<file path="config.mk">
export PLATFORM = sky130hd
export DESIGN_NAME = fifo_uart_tx_flat
export DESIGN_NICKNAME = d
export VERILOG_FILES = /design/src/rtl/fifo_uart_tx_pkg.sv /design/src/rtl/fifo_uart_tx_if.sv /design/src/rtl/fifo_uart_tx_baud_tick_gen.sv /design/src/rtl/fifo_uart_tx.sv /design/src/flat_wrapper.sv
export SDC_FILE = /design/constraint.sdc
export NUM_CORES = 1
export LEC_CHECK = 0
export ABC_AREA = 0
export ABC_CLOCK_PERIOD_IN_PS = 1920
export BUFFER_PORTS_ARGS = -buffer_cell sky130_fd_sc_hd__buf_2
export CORE_ASPECT_RATIO = 0.7
export CORE_MARGIN = 2
export CORE_UTILIZATION = 49
export CTS_CLUSTER_DIAMETER = 120
export DETAILED_ROUTE_END_ITERATION = 16
export PLACE_DENSITY = 0.85
export SETUP_SLACK_MARGIN = 0.05
export SLEW_MARGIN = 20
export SYNTH_ARGS = -nofsm -noshare
export SYNTH_HDL_FRONTEND = slang
export SYNTH_SLANG_ARGS = --single-unit
</file>
<file path="constraint.sdc">
create_clock -name clk -period 1.92 [get_ports clk]
set_clock_uncertainty 0.2 [all_clocks]
set_input_delay 0.192 -clock clk [delete_from_list [all_inputs] [get_ports clk]]
set_output_delay 0.192 -clock clk [all_outputs]
set_load 0.02 [all_outputs]
</file>
<file path="src/rtl/fifo_uart_tx_pkg.sv">
// ---------------------------------------------------------------------------
// fifo_uart_tx_pkg
// Shared definitions for the FIFO-draining UART transmitter:
//   - FIFO_DATA_W    : byte width shared with the synchronous FIFO
//   - FRAME_BITS_8N1 : bits in one 8N1 frame (start + 8 data + stop)
//   - state_t        : transmitter FSM state encoding
//   - even_parity    : parity bit for the optional PARITY state
// ---------------------------------------------------------------------------
package fifo_uart_tx_pkg;

   localparam int FIFO_DATA_W    = 8;
   localparam int FRAME_BITS_8N1 = 10;

   typedef enum logic [2:0] {
      ST_IDLE   = 3'd0,
      ST_POP    = 3'd1,
      ST_LATCH  = 3'd2,
      ST_START  = 3'd3,
      ST_DATA   = 3'd4,
      ST_PARITY = 3'd5,
      ST_STOP   = 3'd6
   } state_t;

   // Even parity: the extra bit makes the total count of ones even.
   function automatic logic even_parity(input logic [FIFO_DATA_W-1:0] b);
      return ^b;
   endfunction

endpackage

</file>
<file path="src/rtl/fifo_uart_tx_if.sv">
// ---------------------------------------------------------------------------
// fifo_uart_tx_if
// Groups the FIFO read port, the enable and the serial/status outputs of
// fifo_uart_tx.
//   master : environment side (drives tx_enable, fifo_empty, fifo_data)
//   slave  : transmitter side (drives fifo_rd_en, tx, busy, bytes_sent)
// ---------------------------------------------------------------------------
interface fifo_uart_tx_if #(
   parameter int DATA_W = 8,
   parameter int CNT_W  = 16
) ();

   logic              tx_enable;
   logic              fifo_empty;
   logic [DATA_W-1:0] fifo_data;
   logic              fifo_rd_en;
   logic              tx;
   logic              busy;
   logic [CNT_W-1:0]  bytes_sent;

   modport master (
      output tx_enable, fifo_empty, fifo_data,
      input  fifo_rd_en, tx, busy, bytes_sent
   );

   modport slave (
      input  tx_enable, fifo_empty, fifo_data,
      output fifo_rd_en, tx, busy, bytes_sent
   );

endinterface

</file>
<file path="src/rtl/fifo_uart_tx_baud_tick_gen.sv">
// ---------------------------------------------------------------------------
// baud_tick_gen
// Counts 0..CLKS_PER_BIT-1 and flags the last cycle of each bit period.
//   clk   : system clock
//   rst   : asynchronous active-low reset
//   clr   : synchronous clear back to 0 (held while no bit is being timed)
//   tick  : high during the last cycle of a bit period
// ---------------------------------------------------------------------------
module baud_tick_gen #(
   parameter int CLKS_PER_BIT = 16
) (
   input  logic clk,
   input  logic rst,
   input  logic clr,
   output logic tick
);

   localparam int            CW   = $clog2(CLKS_PER_BIT);
   localparam logic [CW-1:0] LAST = CW'(CLKS_PER_BIT - 1);

   logic [CW-1:0] cnt_q;
   logic [CW-1:0] cnt_d;

   // Next count: clear, wrap at the end of a bit, or advance.
   always_comb begin
      cnt_d = cnt_q;
      if (clr) begin
         cnt_d = {CW{1'b0}};
      end else if (cnt_q == LAST) begin
         cnt_d = {CW{1'b0}};
      end else begin
         cnt_d = cnt_q + CW'(1);
      end
   end

   // Counter register.
   always_ff @(posedge clk or negedge rst) begin
      if (!rst) begin
         cnt_q <= {CW{1'b0}};
      end else begin
         cnt_q <= cnt_d;
      end
   end

   assign tick = (cnt_q == LAST);

endmodule

</file>
<file path="src/rtl/fifo_uart_tx.sv">
// ---------------------------------------------------------------------------
// fifo_uart_tx
// Drains the synchronous FIFO and sends every byte as a UART frame on tx,
// LSB first: start(0), 8 data bits, [even parity], stop(1).
// Ports:
//   clk  : system clock, rising edge
//   rst  : asynchronous active-low reset
//   bus  : fifo_uart_tx_if.slave
//            tx_enable  in  start new frames (looked at only when deciding
//                           whether to pop the next byte)
//            fifo_empty in  FIFO empty flag
//            fifo_data  in  FIFO read data, valid one cycle after fifo_rd_en
//            fifo_rd_en out one-cycle pop strobe per byte
//            tx         out serial line, idle high, registered
//            busy       out high in every state except IDLE
//            bytes_sent out completed-frame count, wraps
// Configuration macro: FIFO_UART_TX_PARITY_EN adds an even-parity bit
// between the data bits and the stop bit.
// ---------------------------------------------------------------------------
module fifo_uart_tx
   import fifo_uart_tx_pkg::*;
#(
   parameter int DATA_W       = FIFO_DATA_W,
   parameter int CLKS_PER_BIT = 16,
   parameter int CNT_W        = 16
) (
   input  logic           clk,
   input  logic           rst,
   fifo_uart_tx_if.slave  bus
);

   localparam int               IDX_W        = $clog2(DATA_W);
   // Index of the final data bit of a frame.
   localparam logic [IDX_W-1:0] BIT_IDX_LAST = IDX_W'(FRAME_BITS_8N1 - 3);

   state_t              state_q, state_d;
   logic [IDX_W-1:0]    bit_idx_q, bit_idx_d;
   logic [DATA_W-1:0]   shift_q, shift_d;
   logic [CNT_W-1:0]    bytes_q, bytes_d;
   logic                rd_en_q, rd_en_d;
   logic                busy_q, busy_d;
   logic                tx_q, tx_d;
   logic                baud_clr_s;
   logic                tick_s;
   logic                can_pop_s;

   assign can_pop_s = bus.tx_enable && !bus.fifo_empty;

   // The bit timer only runs inside START/DATA/PARITY/STOP and restarts on
   // every state change.
   assign baud_clr_s = (state_d != state_q) || (state_q == ST_IDLE) ||
                       (state_q == ST_POP) || (state_q == ST_LATCH);

   baud_tick_gen #(
      .CLKS_PER_BIT (CLKS_PER_BIT)
   ) u_baud (
      .clk  (clk),
      .rst  (rst),
      .clr  (baud_clr_s),
      .tick (tick_s)
   );

   // Next-state, datapath and registered-output values.
   always_comb begin
      state_d   = state_q;
      bit_idx_d = bit_idx_q;
      shift_d   = shift_q;
      bytes_d   = bytes_q;
      case (state_q)
         ST_IDLE: begin
            if (can_pop_s) begin
               state_d = ST_POP;
            end else begin
               state_d = ST_IDLE;
            end
         end
         ST_POP: begin
            state_d = ST_LATCH;
         end
         ST_LATCH: begin
            // FIFO read data is valid now, one cycle after the pop strobe.
            shift_d   = bus.fifo_data;
            bit_idx_d = {IDX_W{1'b0}};
            state_d   = ST_START;
         end
         ST_START: begin
            if (tick_s) begin
               state_d = ST_DATA;
            end else begin
               state_d = ST_START;
            end
         end
         ST_DATA: begin
            if (tick_s) begin
               if (bit_idx_q == BIT_IDX_LAST) begin
`ifdef FIFO_UART_TX_PARITY_EN
                  state_d = ST_PARITY;
`else
                  state_d = ST_STOP;
`endif
               end else begin
                  bit_idx_d = bit_idx_q + IDX_W'(1);
               end
            end else begin
               state_d = ST_DATA;
            end
         end
`ifdef FIFO_UART_TX_PARITY_EN
         ST_PARITY: begin
            if (tick_s) begin
               state_d = ST_STOP;
            end else begin
               state_d = ST_PARITY;
            end
         end
`endif
         ST_STOP: begin
            if (tick_s) begin
               bytes_d = bytes_q + CNT_W'(1);
               // Back-to-back frames skip IDLE entirely.
               if (can_pop_s) begin
                  state_d = ST_POP;
               end else begin
                  state_d = ST_IDLE;
               end
            end else begin
               state_d = ST_STOP;
            end
         end
         default: begin
            state_d = ST_IDLE;
         end
      endcase

      rd_en_d = (state_d == ST_POP);
      busy_d  = (state_d != ST_IDLE);

      // tx follows the current state one cycle later, from a flop.
      case (state_q)
         ST_START:  tx_d = 1'b0;
         ST_DATA:   tx_d = shift_q[bit_idx_q];
`ifdef FIFO_UART_TX_PARITY_EN
         ST_PARITY: tx_d = even_parity(shift_q);
`endif
         default:   tx_d = 1'b1;
      endcase
   end

   // State, datapath and output registers.
   always_ff @(posedge clk or negedge rst) begin
      if (!rst) begin
         state_q   <= ST_IDLE;
         bit_idx_q <= {IDX_W{1'b0}};
         shift_q   <= {DATA_W{1'b0}};
         bytes_q   <= {CNT_W{1'b0}};
         rd_en_q   <= 1'b0;
         busy_q    <= 1'b0;
         tx_q      <= 1'b1;
      end else begin
         state_q   <= state_d;
         bit_idx_q <= bit_idx_d;
         shift_q   <= shift_d;
         bytes_q   <= bytes_d;
         rd_en_q   <= rd_en_d;
         busy_q    <= busy_d;
         tx_q      <= tx_d;
      end
   end

   assign bus.fifo_rd_en = rd_en_q;
   assign bus.busy       = busy_q;
   assign bus.tx         = tx_q;
   assign bus.bytes_sent = bytes_q;

endmodule
</file>
<file path="src/flat_wrapper.sv">
// flat-port wrapper written by rule: the top's interface ports become plain ports
module fifo_uart_tx_flat import fifo_uart_tx_pkg::*;
#(
   parameter int DATA_W       = FIFO_DATA_W,
   parameter int CLKS_PER_BIT = 16,
   parameter int CNT_W        = 16
)
  (clk, rst, bus_tx_enable, bus_fifo_empty, bus_fifo_data, bus_fifo_rd_en, bus_tx, bus_busy, bus_bytes_sent);
  fifo_uart_tx_if #(.DATA_W(DATA_W), .CNT_W(CNT_W)) bus_i ();
  input  logic clk;
  input  logic rst;
  input wire logic [$bits(bus_i.tx_enable)-1:0] bus_tx_enable;
  input wire logic [$bits(bus_i.fifo_empty)-1:0] bus_fifo_empty;
  input wire logic [$bits(bus_i.fifo_data)-1:0] bus_fifo_data;
  output wire logic [$bits(bus_i.fifo_rd_en)-1:0] bus_fifo_rd_en;
  output wire logic [$bits(bus_i.tx)-1:0] bus_tx;
  output wire logic [$bits(bus_i.busy)-1:0] bus_busy;
  output wire logic [$bits(bus_i.bytes_sent)-1:0] bus_bytes_sent;
  assign bus_i.tx_enable = bus_tx_enable;
  assign bus_i.fifo_empty = bus_fifo_empty;
  assign bus_i.fifo_data = bus_fifo_data;
  assign bus_fifo_rd_en = bus_i.fifo_rd_en;
  assign bus_tx = bus_i.tx;
  assign bus_busy = bus_i.busy;
  assign bus_bytes_sent = bus_i.bytes_sent;
  fifo_uart_tx #(.DATA_W(DATA_W), .CLKS_PER_BIT(CLKS_PER_BIT), .CNT_W(CNT_W)) u_core (.clk(clk), .rst(rst), .bus(bus_i));
endmodule
</file>
After elaboration in Yosys (flattened, before gate mapping)
Index checks and enable logic that the tools add are counted.

Add/sub/neg operators: 3. Order comparisons: 1. Equal/unequal tests: 11. Muxes and demuxes: 14. Reduce and logical (&&, ||, !) cells: 10.

Operator list (number): $mux W3 (6); $pmux W3 S6 (1); $add A16 B1 Y16 const B (1); $eq A3 B3 Y1 const B (3); $mux W4 (2); $eq A3 B1 Y1 const B (2); $eq A3 B2 Y1 const B (2); $pmux W3 S2 (1); $add A4 B1 Y4 const B (1); $eq A4 B4 Y1 const B (1); $lt A3 B4 Y1 const B (1); $add A3 B1 Y3 const B (1); $bmux W1 S3 (1); $logic_not A3 Y1 (1); $logic_or A1 B1 Y1 (3); $ne A3 B3 Y1 (1); $reduce_and A3 Y1 (1); $reduce_bool A3 Y1 (1); $mux W1 (2); $ne A2 B1 Y1 const B (1); $ne A2 B2 Y1 const B (1); $pmux W1 S2 (1); $reduce_and A2 Y1 (1); $reduce_bool A2 Y1 (1); other kinds (2) (2).

Flip-flop bits (word level): 37. Bits of input ports: 12.

Depth between registers and ports, before layout
Depth in word-level cells: 10. Depth in mapped cells: 6. Gate-level depth less buffers: 6.

Modules after synthesis
From an unflattened synthesis, not the netlist that was laid out.

Cell total of the unflattened synthesis: 163. Area, all modules: 1752.9 um2.

Modules (own cells, without submodules): fifo_uart_tx (times used 1, cells an instance 148, area each 1574.0 um2, seq. area each 827.0 um2); baud_tick_gen (times used 1, cells an instance 15, area each 178.9 um2, seq. area each 100.1 um2).

Worst setup path after synthesis
Ideal clock, no wire load.

Path type: reg2reg. From: register u_core.u_baud.cnt_q[0]. To: register u_core.bytes_q[14], in the netlist u_core.bus.bytes_sent[14]. Arrival: 1585 ps. Data required time: 1640 ps. Path slack: 55 ps. Cell stages (with the launch flop): 6. Clock period less this slack: 1865 ps. Cell sequence: dfrtp_1 ha_1 nand4_2 or3_1 nor4_2 xor2_1.

Word-level cells in the longest chain between the ends: 2.

Ends and longest elaborated chain: from (decl) (line fifo_uart_tx_baud_tick_gen.sv:21) `logic [CW-1:0] cnt_q;`; from (signal assigned) (line fifo_uart_tx_baud_tick_gen.sv:39) `cnt_q <= {CW{1'b0}};`; from (signal assigned) (line fifo_uart_tx_baud_tick_gen.sv:41) `cnt_q <= cnt_d;`; $eq A4 B4 Y1 (line fifo_uart_tx_baud_tick_gen.sv:45) `assign tick = (cnt_q == LAST);`; $reduce_and A2 Y1 (no line); to (signal assigned) (line fifo_uart_tx.sv:155) `bytes_q <= {CNT_W{1'b0}};`; to (signal assigned) (line fifo_uart_tx.sv:163) `bytes_q <= bytes_d;`; to (decl) (line fifo_uart_tx.sv:39) `logic [CNT_W-1:0] bytes_q, bytes_d;`.

No other way between the ends. A chain may end at the register's enable or synchronous reset.

Worst setup path after layout
Same ends and word-level chain as after synthesis.

==> out/summary.txt <==
status: finished clean
initial antenna violation count: 0
P_leak: 1.16 nW
Max Cap Violations: 0
Vias/cell: 5.00
Synth Register Bits: 37
DR WL/cell: 12.6 um
top_reg_cell synth: dfrtp_1
GRT met1 Usage: 22.3%
drt total wl: 3.39 mm
gr usage total: 19.0%
Hold Path Origin: bus_fifo_empty
Slowest-stage cell, CP: or3_4
final setup fails: 0
Post-Syn Nets: 181
die height: 53.6 um
worst-path fanout max: 3
area post-placement: 0.00199 mm^2
IO Pins: 31
FP Rows: 17
CTS tree: built
Reg clk slew, reported paths: 0.08 ns
H-tree depth: 2
Hold WC Path Type: input pin to flop
design area: 0.00227 mm^2
first-pass GRT wire length: 5.62 mm
highest clock rate: 563 MHz
Slew HR: 70.0%
P&R area growth vs syn: 31.6%
most common cell in the synthesized netlist: nand2_1
core area: 0.00325 mm^2
RSZ-0062 raised after global routing: no
TritonCTS buffer count: 5
largest net degree at the start of global routing: 38
port bufs: 30
sequential-to-total area share from yosys stat: 53.8%
top cells by count, synth: nand2_1, dfrtp_1, xnor2_1, xor2_1, nor2_1
Crit path largest cell delay: 0.38 ns
layout net count: 236
Synth Warn #: 0
Least-Margin Pin Slew: 0.450 ns
layout cells sized above 1: 29.0%
Iteration-0 DRC Markers: 101
final period utilization: 92.6%
synth top area cells: dfrtp_1, nand2_1, xnor2_1
CP Data Required Time: 1.93 ns
Synth Instances: 165
DIE WIDTH: 74.9 um
Async SR Flop Fraction: 100%
synthesized area per cell: 10.4 um^2
Worst EP arrival: 1.79 ns
Min Clock Period, post-route: 1.78 ns
Fin. Hold Viols: 0
global routing usage on met3: 5.06%
WP buf/inv: 0
delay-heaviest family, CP: simple AND/OR/NAND/NOR gates
Clock Path Buffers: 2
root buffer cell: clkbuf_8
Worst-Skew Late Latency: 0.29 ns
Detailed Routing Iterations Pass 1: 4
routability cong.: 0.822
Initial Utilization: 53.0%
Vias: 1340
peak supply drop: 0.000495 V
Setup crit start kind: flop
die area: 0.00402 mm^2
worst-path cell chain: ha_2 > nand4_2 > or3_4 > nor4_4 > xor2_1
global routing's busiest layer: met2
PD cells: 731 mW/mm^2
antenna diode count: 0
CTS Sinks: 37
Final Slew Violations: 0
reg2reg start: u_core.u_baud.cnt_q[0]
largest area contributor in the netlist: dfrtp_1
crit path kind: flop to flop
dpl hpwl: 2.28 mm
Post-synth EDFFs: 0
met2 GRT Util: 34.4%
Yosys top cell area share: 52.2%
total congestion overflow: 0
DRC viols: 0
Distinct cells, synth: 38
remaining antenna violation count: 0
setup total negative slack: 0 ns
crit path launch: u_core.u_baud.cnt_q[0]
CP endpoint kind: flop
cell area after synthesis: 0.00172 mm^2
number of global-route vias before repair: 1336
through the flow:
step | std cells | worst slack [ns] | hold slack (ns) | power, mW | utilization [%]
2_1_floorplan | 165 | 0.0554 | -0.304 | 0.822 | -
3_3_place_gp | 248 | 0.122 | 0.0519 | 0.852 | 61.2
3_5_place_dp | 248 | 0.0135 | 0.0621 | 0.854 | 61.2
4_1_cts | 266 | 0.0756 | 0.0276 | 1.68 | 69.0
5_1_grt | 268 | 0.0458 | 0.0481 | 1.72 | 69.7
6_report | 268 | 0.143 | 0.0331 | 1.66 | 69.7
routing by layer:
layer	wire, um	up-vias
li1	-	673
met1	1540	633
met2	1680	32
met3	152	2
met4	12	0
met5	0	-
worst register-to-register path: stages (launching register included):
cell	delay (ns)
dfrtp_1	0.36
ha_2	0.21
nand4_2	0.13
or3_4	0.38
nor4_4	0.27
xor2_1	0.17
where the power goes:
part	switching (mW)	internal, mW	total, mW
clock network	0.284	0.523	0.807
registers	0.00453	0.789	0.794
logic	0.0288	0.0299	0.0587
total	0.318	1.34	1.66
placed cells by master, fill, tap and decap left out, types with 2 or more instances in the layout:
master	netlist	layout
nand2_1	42	42
dfrtp_1	36	36
buf_2	0	30
buf_4	1	14
dlygate4sd3_1	0	9
xnor2_1	8	8
xor2_1	8	8
nor2_1	7	7
nor3_1	5	5
clkbuf_8	0	5
mux2i_1	3	3
a21oi_1	3	3
o22ai_1	3	3
nor2b_1	4	3
o21ai_0	3	3
and3_1	3	3
ha_1	4	3
nand3_1	2	2
and3_2	2	2
nand2b_1	2	2
mux4_2	2	2
nor4_1	3	2
inv_1	2	2
nand4_1	2	2
bufinv_16	0	2
state kept, by name (all words and copies together) (netlist names):
register and flops:
u_core.bit_idx_q 3, u_core.bus.busy 1, u_core.bus.bytes_sent 16, u_core.bus.fifo_rd_en 1, u_core.bus.tx 1, u_core.shift_q 8, u_core.state_q 3, u_core.u_baud.cnt_q 4
cells by family after synthesis:
family | Yosys count | synth area share, %
AOI/OAI and AO/OA | 15 | 5.59
xor gates and xnor gates | 16 | 8.13
adders and majority gates | 4 | 2.90
buffers and inverters | 7 | 1.74
DFF | 37 | 53.8
muxes | 6 | 5.01
and+or+nand+nor | 80 | 22.9
final timing paths:
kind	to	slack (ns)	cells after the start
max in group asynchronous	u_core.bus.tx	0.90	3
min	u_core.bus.fifo_rd_en	0.03	3
max	u_core.bus.bytes_sent[14]	0.14	5
min reg2reg	u_core.bus.bytes_sent[15]	0.28	1
min in group asynchronous	u_core.bus.bytes_sent[15]	0.27	3
max reg2reg	u_core.bus.bytes_sent[14]	0.14	5
layout make-up:
| cell class | count | area, um^2 |
|---|---|---|
| Tap cell | 47 | 58.8 |
| Sequential cell | 37 | 927 |
| Inverter | 2 | 7.51 |
| Timing Repair Buffer | 53 | 345 |
| Multi-Input combinational cell | 121 | 792 |
| Fill cell | 242 | 986 |
| Clock buffer | 5 | 68.8 |
| Clock inverter | 3 | 68.8 |
what timing repair did:
action                                 4_1_cts  5_1_grt
pin swaps                                    0        1
gates resized for setup                      3        2
endpoints found under the hold margin       44        0
hold buffers                                 9        0
setup buffers                                1        2
setup endpoints to repair                    1       12
Power figures use the tool's default switching activity.
